<file path="config.mk">
export PLATFORM = sky130hd
export DESIGN_NAME = ddr3_port_arbiter
export DESIGN_NICKNAME = d
export VERILOG_FILES = /design/src/rtl/ddr3_pkg.sv /design/src/rtl/ddr3_tag_fifo.sv /design/src/rtl/ddr3_port_arbiter.sv
export SDC_FILE = /design/constraint.sdc
export NUM_CORES = 1
export LEC_CHECK = 0
export ABC_AREA = 0
export BUFFER_PORTS_ARGS = -buffer_cell sky130_fd_sc_hd__buf_2
export CAP_MARGIN = 20
export CORE_AREA = 2 2 119 121
export DETAILED_ROUTE_END_ITERATION = 16
export DIE_AREA = 0 0 121 123
export PLACE_DENSITY = 0.57
export SETUP_SLACK_MARGIN = 0.1
export SLEW_MARGIN = 40
export SYNTH_ARGS = -nofsm -noshare
export SYNTH_HDL_FRONTEND = slang
export SYNTH_HIERARCHICAL = 1
export SYNTH_SLANG_ARGS = --single-unit
</file>
<file path="constraint.sdc">
create_clock -name clk -period 3.5 [get_ports clk]
set_input_delay 0.7 -clock clk [delete_from_list [all_inputs] [get_ports clk]]
set_output_delay 0.7 -clock clk [all_outputs]
set_load 0.03 [all_outputs]
</file>
<file path="src/rtl/ddr3_pkg.sv">
// Shared encodings and tag layout for the DDR3 user-port arbiter.
package ddr3_pkg;

    localparam logic [2:0] CMD_WRITE    = 3'b000;
    localparam logic [2:0] CMD_READ     = 3'b001;
    localparam logic [2:0] CMD_WRITE_PC = 3'b010;
    localparam logic [2:0] CMD_READ_PC  = 3'b011;
    localparam logic [2:0] CMD_REFRESH  = 3'b100;

    typedef enum logic {
        ARB_IDLE  = 1'b0,
        ARB_GRANT = 1'b1
    } arb_state_e;

    localparam int TAG_W = 1 + 6;

    typedef struct packed {
        logic       owner;
        logic [5:0] bl;
    } rd_tag_t;

    // Every read flavour has instr[0] set; writes and refresh do not.
    function automatic logic is_read(input logic [2:0] instr);
        return instr[0];
    endfunction

endpackage

</file>
<file path="src/rtl/ddr3_tag_fifo.sv">
// Read-tag FIFO: records {owner, burst length} per issued read, head is combinational.
module ddr3_tag_fifo
    import ddr3_pkg::*;
#(
    parameter int DEPTH = 4,
    parameter int AW    = 2
) (
    input  logic          clk,
    input  logic          rst,
    input  logic          push_i,
    input  rd_tag_t       push_dat_i,
    input  logic          pop_i,
    output rd_tag_t       head_o,
    output logic          full_o,
    output logic          empty_o,
    output logic [AW:0]   count_o
);

    rd_tag_t       mem_q [DEPTH];
    logic [AW-1:0] wr_ptr_q, rd_ptr_q;
    logic [AW:0]   cnt_q;

    always_ff @(posedge clk) begin
        if (push_i) begin
            mem_q[wr_ptr_q] <= push_dat_i;
        end
    end

    always_ff @(posedge clk) begin
        if (!rst) begin
            wr_ptr_q <= '0;
            rd_ptr_q <= '0;
            cnt_q    <= '0;
        end else begin
            if (push_i) wr_ptr_q <= wr_ptr_q + 1'b1;
            if (pop_i)  rd_ptr_q <= rd_ptr_q + 1'b1;
            case ({push_i, pop_i})
                2'b10:   cnt_q <= cnt_q + 1'b1;
                2'b01:   cnt_q <= cnt_q - 1'b1;
                default: cnt_q <= cnt_q;
            endcase
        end
    end

    assign head_o  = mem_q[rd_ptr_q];
    assign full_o  = (cnt_q == (AW+1)'(DEPTH));
    assign empty_o = (cnt_q == '0);
    assign count_o = cnt_q;

endmodule

</file>
<file path="src/rtl/ddr3_port_arbiter.sv">
// Round-robin exclusive owner of one DDR3 user port; reads are tagged at issue so
// returned data reaches its issuer regardless of who currently holds the port.
module ddr3_port_arbiter
    import ddr3_pkg::*;
#(
    parameter int TAG_DEPTH = 4,
    parameter int TAG_AW    = 2
) (
    input  logic              clk,
    input  logic              rst,
    input  logic [1:0]        rq_req,
    output logic [1:0]        rq_gnt,
    input  logic [1:0]        rq_cmd_en,
    input  logic [5:0]        rq_cmd_instr,
    input  logic [11:0]       rq_cmd_bl,
    input  logic [55:0]       rq_cmd_addr,
    output logic [1:0]        rq_cmd_full,
    input  logic [1:0]        rq_wr_en,
    input  logic [7:0]        rq_wr_mask,
    input  logic [63:0]       rq_wr_data,
    output logic [1:0]        rq_wr_full,
    input  logic [1:0]        rq_rd_en,
    output logic [1:0]        rq_rd_empty,
    output logic [31:0]       rq_rd_data,
    output logic              cmd_en,
    output logic [2:0]        cmd_instr,
    output logic [5:0]        cmd_bl,
    output logic [27:0]       cmd_word_addr,
    input  logic              cmd_full,
    output logic              wr_en,
    output logic [3:0]        wr_mask,
    output logic [31:0]       wr_data,
    input  logic              wr_full,
    output logic              rd_en,
    input  logic [31:0]       rd_data,
    input  logic              rd_empty,
    output logic [TAG_AW:0]   reads_pending
);

    arb_state_e  state_q, state_d;
    logic        owner_q, owner_d;
    logic        last_owner_q, last_owner_d;
    logic [1:0]  gnt_q, gnt_d;
    logic [5:0]  beat_q, beat_d;

    logic        granted, blk, tag_push, tag_pop, tag_empty;
    rd_tag_t     tag_head;

    always_ff @(posedge clk) begin
        if (!rst) begin
            state_q      <= ARB_IDLE;
            owner_q      <= 1'b0;
            last_owner_q <= 1'b1;
            gnt_q        <= 2'b00;
            beat_q       <= '0;
        end else begin
            state_q      <= state_d;
            owner_q      <= owner_d;
            last_owner_q <= last_owner_d;
            gnt_q        <= gnt_d;
            beat_q       <= beat_d;
        end
    end

    // Hand-over only happens from IDLE, which forces a gap cycle between owners.
    always_comb begin
        state_d      = state_q;
        owner_d      = owner_q;
        last_owner_d = last_owner_q;
        gnt_d        = gnt_q;
        case (state_q)
            ARB_IDLE: begin
                if (|rq_req) begin
                    owner_d = (&rq_req) ? ~last_owner_q : rq_req[1];
                    state_d = ARB_GRANT;
                    gnt_d   = owner_d ? 2'b10 : 2'b01;
                end
            end
            ARB_GRANT: begin
                if (!rq_req[owner_q]) begin
                    state_d      = ARB_IDLE;
                    gnt_d        = 2'b00;
                    last_owner_d = owner_q;
                end
            end
            default: state_d = ARB_IDLE;
        endcase
    end

    assign granted = (state_q == ARB_GRANT);

    always_comb begin
        cmd_instr     = owner_q ? rq_cmd_instr[5:3]  : rq_cmd_instr[2:0];
        cmd_bl        = owner_q ? rq_cmd_bl[11:6]    : rq_cmd_bl[5:0];
        cmd_word_addr = owner_q ? rq_cmd_addr[55:28] : rq_cmd_addr[27:0];
        wr_mask       = owner_q ? rq_wr_mask[7:4]    : rq_wr_mask[3:0];
        wr_data       = owner_q ? rq_wr_data[63:32]  : rq_wr_data[31:0];
        cmd_en        = granted & rq_cmd_en[owner_q] & ~cmd_full & ~blk;
        wr_en         = granted & rq_wr_en[owner_q] & ~wr_full;
        rq_cmd_full   = 2'b11;
        rq_wr_full    = 2'b11;
        if (granted) begin
            rq_cmd_full[owner_q] = cmd_full | blk;
            rq_wr_full[owner_q]  = wr_full;
        end
    end

    assign tag_push = cmd_en & is_read(cmd_instr);

    // Read return follows the head tag only; grant state plays no part here.
    always_comb begin
        rq_rd_empty                 = 2'b11;
        rq_rd_empty[tag_head.owner] = rd_empty | tag_empty;
        rd_en   = rq_rd_en[tag_head.owner] & ~rd_empty & ~tag_empty;
        tag_pop = rd_en & (beat_q == tag_head.bl);
        beat_d  = beat_q;
        if (rd_en) beat_d = tag_pop ? 6'd0 : beat_q + 6'd1;
    end

    ddr3_tag_fifo #(
        .DEPTH (TAG_DEPTH),
        .AW    (TAG_AW)
    ) u_tag_fifo (
        .clk        (clk),
        .rst        (rst),
        .push_i     (tag_push),
        .push_dat_i ('{owner: owner_q, bl: cmd_bl}),
        .pop_i      (tag_pop),
        .head_o     (tag_head),
        .full_o     (blk),
        .empty_o    (tag_empty),
        .count_o    (reads_pending)
    );

    assign rq_gnt     = gnt_q;
    assign rq_rd_data = rd_data;

endmodule
</file>
Yosys cells after proc, flatten, opt, wreduce, memory -nomap -nowiden
Memory sizes are Yosys's and may differ from the RTL's. A register that Yosys moved wholly into a read port is not among the register bits. Cells that the tools add are included.

Add/subtract/negate cells: 5. Order comparisons: 4. Equal/unequal tests: 6. Muxes and demuxes: 33. Bitwise gates (word level): 24. Reductions and logical operators: 9.

Operators with widths (number): $mux W32 (1); $mux W28 (1); $mux W1 (15); $mux W2 (7); $mux W6 (2); $and A1 B1 Y1 (9); $not A1 Y1 (8); $reduce_and A2 Y1 (4); $add A6 B1 Y6 const B (1); $eq A6 B6 Y1 (1); $or A2 B2 Y2 (3); $pmux W3 S2 (1); $add A2 B1 Y2 const B (2); $lt A1 B2 Y1 const B (2); $mux W4 (1); $ne A2 B2 Y1 const B (2); $not A2 Y2 (2); $pmux W2 S2 (1); $add A3 B1 Y3 const B (1); $eq A3 B3 Y1 const B (1); $logic_not A3 Y1 (1); $mux W3 (1); $sub A3 B1 Y3 const B (1); $demux W1 S1 (2); 8 further kinds (11).

Register bits after elaboration: 18. Memory bits (writable): 28. Input port bits: 191. Logic and storage cells: 90. Memories: 1.

Memory list: u_tag_fifo.mem_q (words 4, width 7, rd ports 1, clocked after Yosys merged registers in 1, wr ports 1, line ddr3_tag_fifo.sv:19) `rd_tag_t mem_q [DEPTH];`.

Longest topological paths before layout
Gate-level depths: netlist of the first run.

Word-level depth: 8. Gate-level depth with buffers: 13. Gate-level depth less buffers: 13.

By module
The synthesis of the first run kept the hierarchy.

Modules (own cells, without submodules): ddr3_port_arbiter (times used 1, cells each 197, area an instance 1808.0 um2, seq. area each 220.2 um2); ddr3_tag_fifo (times used 1, cells each 83, area an instance 1463.9 um2, seq. area each 1021.0 um2).

Worst setup path after synthesis of the first run
No wires, ideal clock.

Path type: flip-flop to flip-flop. From: register u_tag_fifo.cnt_q[0], in the netlist u_tag_fifo/count_o[0]. To: register u_tag_fifo.cnt_q[2], in the netlist u_tag_fifo/count_o[2]. Arrival: 3.127 ns. Slack: 0.303 ns. Stages on the path, launching flop included: 14. Path buffers: 0. Period minus slack after synthesis: 3.197 ns. Path through: dfxtp_1 > inv_1 > and3_1 > nor2_1 > nand3_1 > o21ai_1 > and2_1 > inv_1 > ha_1 > inv_1 > fa_1 > xor2_1 > or3_1 > a21boi_1.

Longest elaborated chain between the ends: 6. Elaborated cells between the ends (all ways): 14.

Ends and longest elaborated chain: start: declaration (line ddr3_tag_fifo.sv:21) `logic [AW:0] cnt_q;`; start signal: assignment (line ddr3_tag_fifo.sv:38) `2'b10: cnt_q <= cnt_q + 1'b1;`; start signal: assignment (line ddr3_tag_fifo.sv:39) `2'b01: cnt_q <= cnt_q - 1'b1;`; start signal: assignment (line ddr3_tag_fifo.sv:40) `default: cnt_q <= cnt_q;`; $eq A3 B3 Y1 * (line ddr3_tag_fifo.sv:46) `assign full_o = (cnt_q == (AW+1)'(DEPTH));`; net blk (line ddr3_port_arbiter.sv:46) `logic granted, blk, tag_push, tag_pop, tag_empty;`; $not A1 Y1 * (line ddr3_port_arbiter.sv:98) `cmd_en = granted & rq_cmd_en[owner_q] & ~cmd_full & ~blk;`; $and A1 B1 Y1 * (line ddr3_port_arbiter.sv:98); net cmd_en (line ddr3_port_arbiter.sv:25) `output logic cmd_en,`; $and A1 B1 Y1 * (line ddr3_port_arbiter.sv:108) `assign tag_push = cmd_en & is_read(cmd_instr);`; net tag_push (line ddr3_port_arbiter.sv:46); $eq A2 B1 Y1 / $eq A2 B2 Y1 (equally long branches) (line ddr3_tag_fifo.sv:37) `case ({push_i, pop_i})`; $pmux W3 S2 / $reduce_bool A2 Y1 (equally long branches).

Mark *: on every way through the listed nets, which the timed path passes. The rest lies on a longest branch. A chain may end at the register's enable or synchronous reset.

==> results of run 1 <==
-- worst paths after layout --
path	start	endpoint	slack [ns]
max reg2reg	flip-flop	u_tag_fifo/count_o[2]$_SDFFE_PN0P_	0.47
min reg2reg	rq_gnt[1]$_SDFFE_PN0P_	rq_gnt[1]$_SDFFE_PN0P_	0.48
min	rq_gnt[1]$_SDFFE_PN0P_	rq_gnt[1]$_SDFFE_PN0P_	0.48
max	flip-flop	u_tag_fifo/count_o[2]$_SDFFE_PN0P_	0.47
-- power by group through the flow --
stage,Sequential (mW),Clock (mW),Combinational (mW)
CTS,0.626,0.576,0.484
detailed placement,0.639,0,0.482
global placement,0.638,0,0.475
floorplan,0.629,0,0.386
finish,0.626,0.561,0.478
global route,0.628,0.594,0.511
-- routing by layer --
layer,up-vias,wire [um],global-route usage (%)
met1,1319,3770,14.9
met5,-,0,0
met4,0,121,4.00
li1,1393,-,-
met2,134,4760,19.8
met3,12,572,2.21
-- final cells by class --
cell class | instances | area, um2 | area share, %
well taps | 180 | 225 | 4.90
inverters | 13 | 48.8 | 1.06
multi-input cells | 174 | 1650 | 36.0
repair buffers | 248 | 1250 | 27.2
clock inverters | 3 | 50.0 | 1.09
flip-flops and latches | 48 | 1250 | 27.1
clock buffers | 5 | 125 | 2.72
-- logic make-up (layout without fill, tap and decap cells) --
family                   count (synthesis)  count (layout)
AO/OA/AOI/OAI                           23              23
adder cells (fa/ha/maj)                  7               7
buffers and inverters                   58             269
AND/OR/NAND/NOR                         46              46
XOR/XNOR                                15              15
multiplexers                            83              83
flip-flops                              48              48
-- repair_timing --
item,4_1_cts,5_1_grt
hold buffers,0,0
gates resized for setup,0,1
endpoints found under the setup margin,0,1
-- sequential cells by signal, summed over array words and instances (netlist names), 2 cells and up, named ones only --
signal               flops
beat_q                   6
rq_gnt                   2
u_tag_fifo/mem_q        28
u_tag_fifo/count_o       3
u_tag_fifo/wr_ptr_q      2
u_tag_fifo/rd_ptr_q      2
-- worst min-delay path, cell delays in order, from the launching register on --
cell and delay (ns):
dfxtp_1 0.31, o21ai_0 0.06, a21oi_1 0.07
-- cells in the mapped netlist (2+ instances only) --
cell      count  area [um2]
ha_1          6        75.1
a21oi_1       5        25.0
o21ai_0       7        35.0
mux2_2       73         822
buf_6         4        45.0
edfxtp_1     28         841
xor2_1        9        78.8
a211oi_1      4        30.0
nor2b_1       2        12.5
inv_1        13        48.8
nand2_1       7        26.3
nand3_1       5        25.0
buf_4        32         240
buf_2         8        40.0
nor2_1        5        18.8
o22ai_1       3        18.8
nand4_1       2        12.5
and3_1        3        18.8
mux4_2        7         158
and2_1       12        75.1
xnor2_1       6        52.6
nand3b_1      2        15.0
dfxtp_1      20         400
mux2i_1       2        20.0
-- cell usage in the layout, fill, tap and decap left out, types with 6 or more instances in the layout --
cell      count
and2_1       12
ha_1          6
xor2_1        9
inv_1        13
mux2_2       73
dfxtp_1      18
xnor2_1       6
mux4_2        7
edfxtp_1     28
o21ai_0       7
nand2_1       7
buf_2       245
-- through the flow --
stage                     hold slack (ns)  cells  instance area [um2]  total power [mW]
after floorplan                     0.483    280                 3270              1.02
after global placement              0.476    663                 4420              1.11
after detailed placement            0.475    663                 4420              1.12
after CTS                           0.485    671                 4600              1.69
after global routing                0.521    671                 4600              1.73
final                               0.482    671                 4600              1.66
==> run_results.csv, run 1 <==
group,metric,value,unit
global_route,antenna_found_initial,0,
clock_tree,cts_buffer_depth,2,
route,drt_wl_total,9.22,mm
clock_tree,clock_latency,0.29,ns
yosys,synth_top_family_by_area,"multiplexers",
setup_path,critPathMaxStageDelay,0.54,ns
worst_hold_path,whs_path_depth,2,
yosys,synth-seq-area-share,37.9,%
clock_tree,root_buffer,"clkbuf_16",
finish,final_util,33.8,%
timing,finClkSkew,0.00529,ns
yosys,yosysWarnings,6,
setup_path,cp_slowest_cell,"mux4_2",
yosys,synth_xor_area_share,4.02,%
setup_path,crit_family,"simple AND/OR/NAND/NOR gates",
die,die-width,121,um
pwr,power_frac_clock,33.7,%
finish,fill_cells,1384,
timing,tns,0,ns
finish,syn_to_final_growth,40.5,%
timing,tightest_slew,0.556,ns
finish,drive_gt1_share,69.9,%
die,rows,43,
route,drc,0,
run_status,outcome,"finished, final reports clean",
die,ios,310,
job,cap_violations,0,
setup_path,crit_cells,11,
pwr,p_switching,510,uW
place,port_buffers,245,
yosys,syn_area,0.00327,mm2
global_route,grt_pass1_vias,2793,
timing,slew-limit-headroom,63.0,%
yosys,synthMuxAreaShare,31.0,%
timing,final-hold-violation-count,0,
pwr,switching_share,30.7,%
setup_path,path_max_fanout,6,
timing,timing.fmax,330,MHz
pwr,leakage,2.07,nW
yosys,synth_edf_count,28,
yosys,synth-async-reset-ratio,0,%
global_route,grt_use_total,11.7,%
die,start_util,24.0,%
pwr,power.internal,1.15,mW
setup_path,cp.arrival,3.25,ns
yosys,yosys.area_share.simple,8.34,%
clock_tree,cts_buffers,5,
timing,setup_viol,0,
route,via_per_inst,4.26,
global_route,grt_start_max_net_pins,48,
place,gp_congestion,0.733,
setup_path,crit_chain,"mux4_2 -> xnor2_1 -> nand4_1 -> nor3_4 -> and2_2 -> ha_1 -> inv_1 -> fa_1 -> xor2_1 -> or3_1 -> a21boi_1",
route,post_drt_wl_per_cell,13.7,um
place,dp_slack,0.327,ns
setup_path,r2r_cells,11,
die,core_area,0.0136,mm2
clock_tree,htreeDepth,2,
place,hpwl,7.75,mm
global_route,grt_first_pass_wirelength,13.7,mm
yosys,synthAdderAreaFrac,2.91,%
setup_path,crit_type,"reg -> reg",
timing,slew_viol_final,0,
route,firstDrtPassIters,4,
timing,post-route-min-period,3.03,ns
setup_path,cp_num_buf_inv,1,
setup_path,crit_required,3.72,ns
yosys,synth_compound_area_share,4.24,%
yosys,synth_ff_type,"edfxtp_1",
clock_tree,cts_sinks,48,
setup_path,end_kind,"flip-flop",
worst_hold_path,worstHoldPathType,"reg -> reg",
finish,nets,688,
yosys,ys_ff_latch,48,
pwr,pwr-share-seq,37.6,%
route,drtIter0Drc,83,
pwr,p_comb_share,28.7,%
setup_path,crit_path_start_kind,"flip-flop",
yosys,syn_inst,280,
timing,rsz0062_at_grt,"no",
clock_tree,cts_setup_buffers,0,
yosys,postSynthAreaPerCell,11.7,um2
die,die_h,123,um
clock_tree,path_clk_slew,0.07,ns
die,die_area,0.0149,mm2
timing,postLayoutSetupSlackWorst,0.467,ns
yosys,ys_types,39,
timing,period_share,86.7,%
pwr,vdd_drop_max,0.000169,V
finish,diodes,0,
clock_tree,cts_tree,"built",
yosys,synth_fp_nets,478,
global_route,grt_overflow,0,
route,dr_total_vias,2858,
pwr,power.density,362,mW/mm2
route,ant_nets,0,
(Power assumes the default switching activity.)
==> inputs of run 2 (changes only) <==
--- a/config.mk
+++ b/config.mk
@@ -6,12 +6,13 @@
 export NUM_CORES = 1
 export LEC_CHECK = 0
 export ABC_AREA = 0
-export BUFFER_PORTS_ARGS = -buffer_cell sky130_fd_sc_hd__buf_2
 export CAP_MARGIN = 20
-export CORE_AREA = 2 2 119 121
+export CORE_AREA = 2 2 122 124
 export DETAILED_ROUTE_END_ITERATION = 16
-export DIE_AREA = 0 0 121 123
-export PLACE_DENSITY = 0.57
+export DIE_AREA = 0 0 124 126
+export DONT_BUFFER_PORTS = 1
+export PLACE_DENSITY = 0.36
+export REMOVE_ABC_BUFFERS = 1
 export SETUP_SLACK_MARGIN = 0.1
 export SLEW_MARGIN = 40
 export SYNTH_ARGS = -nofsm -noshare
==> run 2 against run 1 <==
Effect of this change: total power down 3.8%; sequential share of layout area grew 9.4 points; clock power increased by 11%; maximum frequency decreased by 3.0%; global-route usage grew 1.9 points; worst setup slack got worse by 0.094 ns; critical endpoint unchanged; first-iteration DRC count is 53% higher; utilization shrank 10 points; flip-flop and latch count stayed put; largest cell class unchanged.
==> run_results.csv, run 2 (same netlist as run 1, synthesis figures left out) <==
group,metric,value,unit
die,die-width,124,um
finish,post-route-cell-area,0.00341,mm2
timing,timing.fmax,320,MHz
place,hpwl,9.71,mm
worst_hold_path,worstHoldPathType,"in -> reg",
global_route,grt_pass1_vias,1944,
finish,final_cell_mix,"mux2_2 (73), edfxtp_1 (28), dfxtp_1 (18)",
global_route,antenna_found_initial,0,
finish,largest_reg_flops,28,
timing,setup_viol,0,
timing,postLayoutSetupSlackWorst,0.373,ns
place,placed_area,0.00321,mm2
finish,finalNonFillerCells,432,
pwr,power,1.60,mW
setup_path,regToRegEndpoint,"u_tag_fifo/count_o[2]$_SDFFE_PN0P_",
timing,post-route-min-period,3.13,ns
clock_tree,cts_setup_buffers,0,
die,rows,44,
setup_path,end_kind,"flip-flop",
pwr,power.density,470,mW/mm2
place,dp.cells,424,
die,die_h,126,um
timing,tightest_slew,0.770,ns
place,gp_congestion,0.781,
global_route,grt_overflow,0,
finish,nets,445,
route,via_per_inst,4.79,
route,firstDrtPassIters,4,
route,drt_wl_total,11.4,mm
route,ant_nets,0,
route,drc,0,
place,port_buffers,0,
clock_tree,path_clk_slew,0.07,ns
finish,top_register,"u_tag_fifo/mem_q",
finish,drive_gt1_share,40.3,%
die,ios,310,
setup_path,path_max_fanout,10,
timing,slew-limit-headroom,48.7,%
setup_path,crit_required,3.72,ns
worst_hold_path,whs_path_depth,1,
setup_path,r2r_slack,0.37,ns
clock_tree,root_buffer,"clkbuf_16",
pwr,leakage,1.12,nW
clock_tree,htreeDepth,2,
timing,period_share,89.3,%
job,cap_violations,0,
setup_path,crit_type,"reg -> reg",
setup_path,crit_path_start_kind,"flip-flop",
clock_tree,ctsHoldBuffers,0,
run_status,outcome,"finished, final reports clean",
die,die_area,0.0156,mm2
die,core_area,0.0143,mm2
worst_hold_path,hold_path_startpoint,"rst",
setup_path,r2r_cells,10,
worst_hold_path,hold_end,"last_owner_q$_SDFFE_PN1P_",
die,start_util,22.9,%
setup_path,cp.arrival,3.35,ns
timing,final-hold-violation-count,0,
pwr,vdd_drop_max,0.000165,V
route,drtIter0Drc,127,
clock_tree,cts_sinks,48,
route,dr_total_vias,2070,
finish,syn_to_final_growth,4.21,%
route,post_drt_wl_per_cell,26.5,um
timing,slew_viol_final,0,
timing,rsz0062_at_grt,"no",
clock_tree,cts_tree,"built",
finish,final_common_cell,"mux2_2",
global_route,grt_use_total,13.6,%
clock_tree,clock_latency,0.29,ns
clock_tree,cts_buffer_depth,2,
timing,finClkSkew,0.00675,ns
finish,diodes,0,
finish,final_util,23.8,%
global_route,grt_first_pass_wirelength,14.4,mm
global_route,grt_start_max_net_pins,67,
place,dp_slack,0.214,ns
clock_tree,cts_buffers,5,
run 2: how the worst max path moves through the flow:
stage / from / endpoint
finish: flip-flop / u_tag_fifo/count_o[2]$_SDFFE_PN0P_
global route: flip-flop / u_tag_fifo/count_o[2]$_SDFFE_PN0P_
CTS: flip-flop / u_tag_fifo/count_o[2]$_SDFFE_PN0P_
detailed placement: flip-flop / u_tag_fifo/count_o[2]$_SDFFE_PN0P_
global placement: flip-flop / u_tag_fifo/count_o[2]$_SDFFE_PN0P_
floorplan: owner_q$_SDFFE_PN0P_ / u_tag_fifo/count_o[2]$_SDFFE_PN0P_
run 2: what timing repair did:
action | in CTS | in global routing
resized for setup | 0 | 1
setup endpoints to repair | 0 | 1
hold endpoints to repair | 0 | 0
run 2: area by class of cell:
| type | count | area, um2 |
|---|---|---|
| Fill cell | 1534 | 10900 |
| Multi-Input combinational cell | 174 | 1650 |
| Sequential cell | 48 | 1250 |
| Tap cell | 184 | 230 |
| Clock buffer | 5 | 125 |
| Clock inverter | 3 | 68.8 |
| Inverter | 13 | 48.8 |
| Timing Repair Buffer | 5 | 37.5 |
run 2: power by group:
part,internal [mW],switching [mW],total (mW)
combinational,0.0963,0.259,0.355
sequential,0.608,0.0162,0.624
clock,0.412,0.210,0.622
total,1.12,0.486,1.60
run 2: metrics by stage:
step	TNS, ns	hold slack (ns)
finish	0	0.495
global route	0	0.486
CTS	0	0.486
detailed placement	0	0.512
global placement	0	0.515
floorplan	-36.26	0.483
run 2: critical path, cell delays in order, from the launching register on:
cell	delay [ns]
dfxtp_2	0.46
mux4_2	0.59
mux2_4	0.25
and2_4	0.27
and2_2	0.22
ha_1	0.18
inv_1	0.06
fa_1	0.42
xor2_1	0.16
or3_1	0.30
a21boi_1	0.15
run 2: layer usage:
metal	up-vias	part of all wire, %	global-route usage (%)	routed length (um)
met1	945	41	16.9	4650
met4	2	0.73	2.58	83
met5	-	0.43	2.30	49
met3	8	19	10.9	2150
li1	903	-	-	-
met2	212	39	18.2	4510
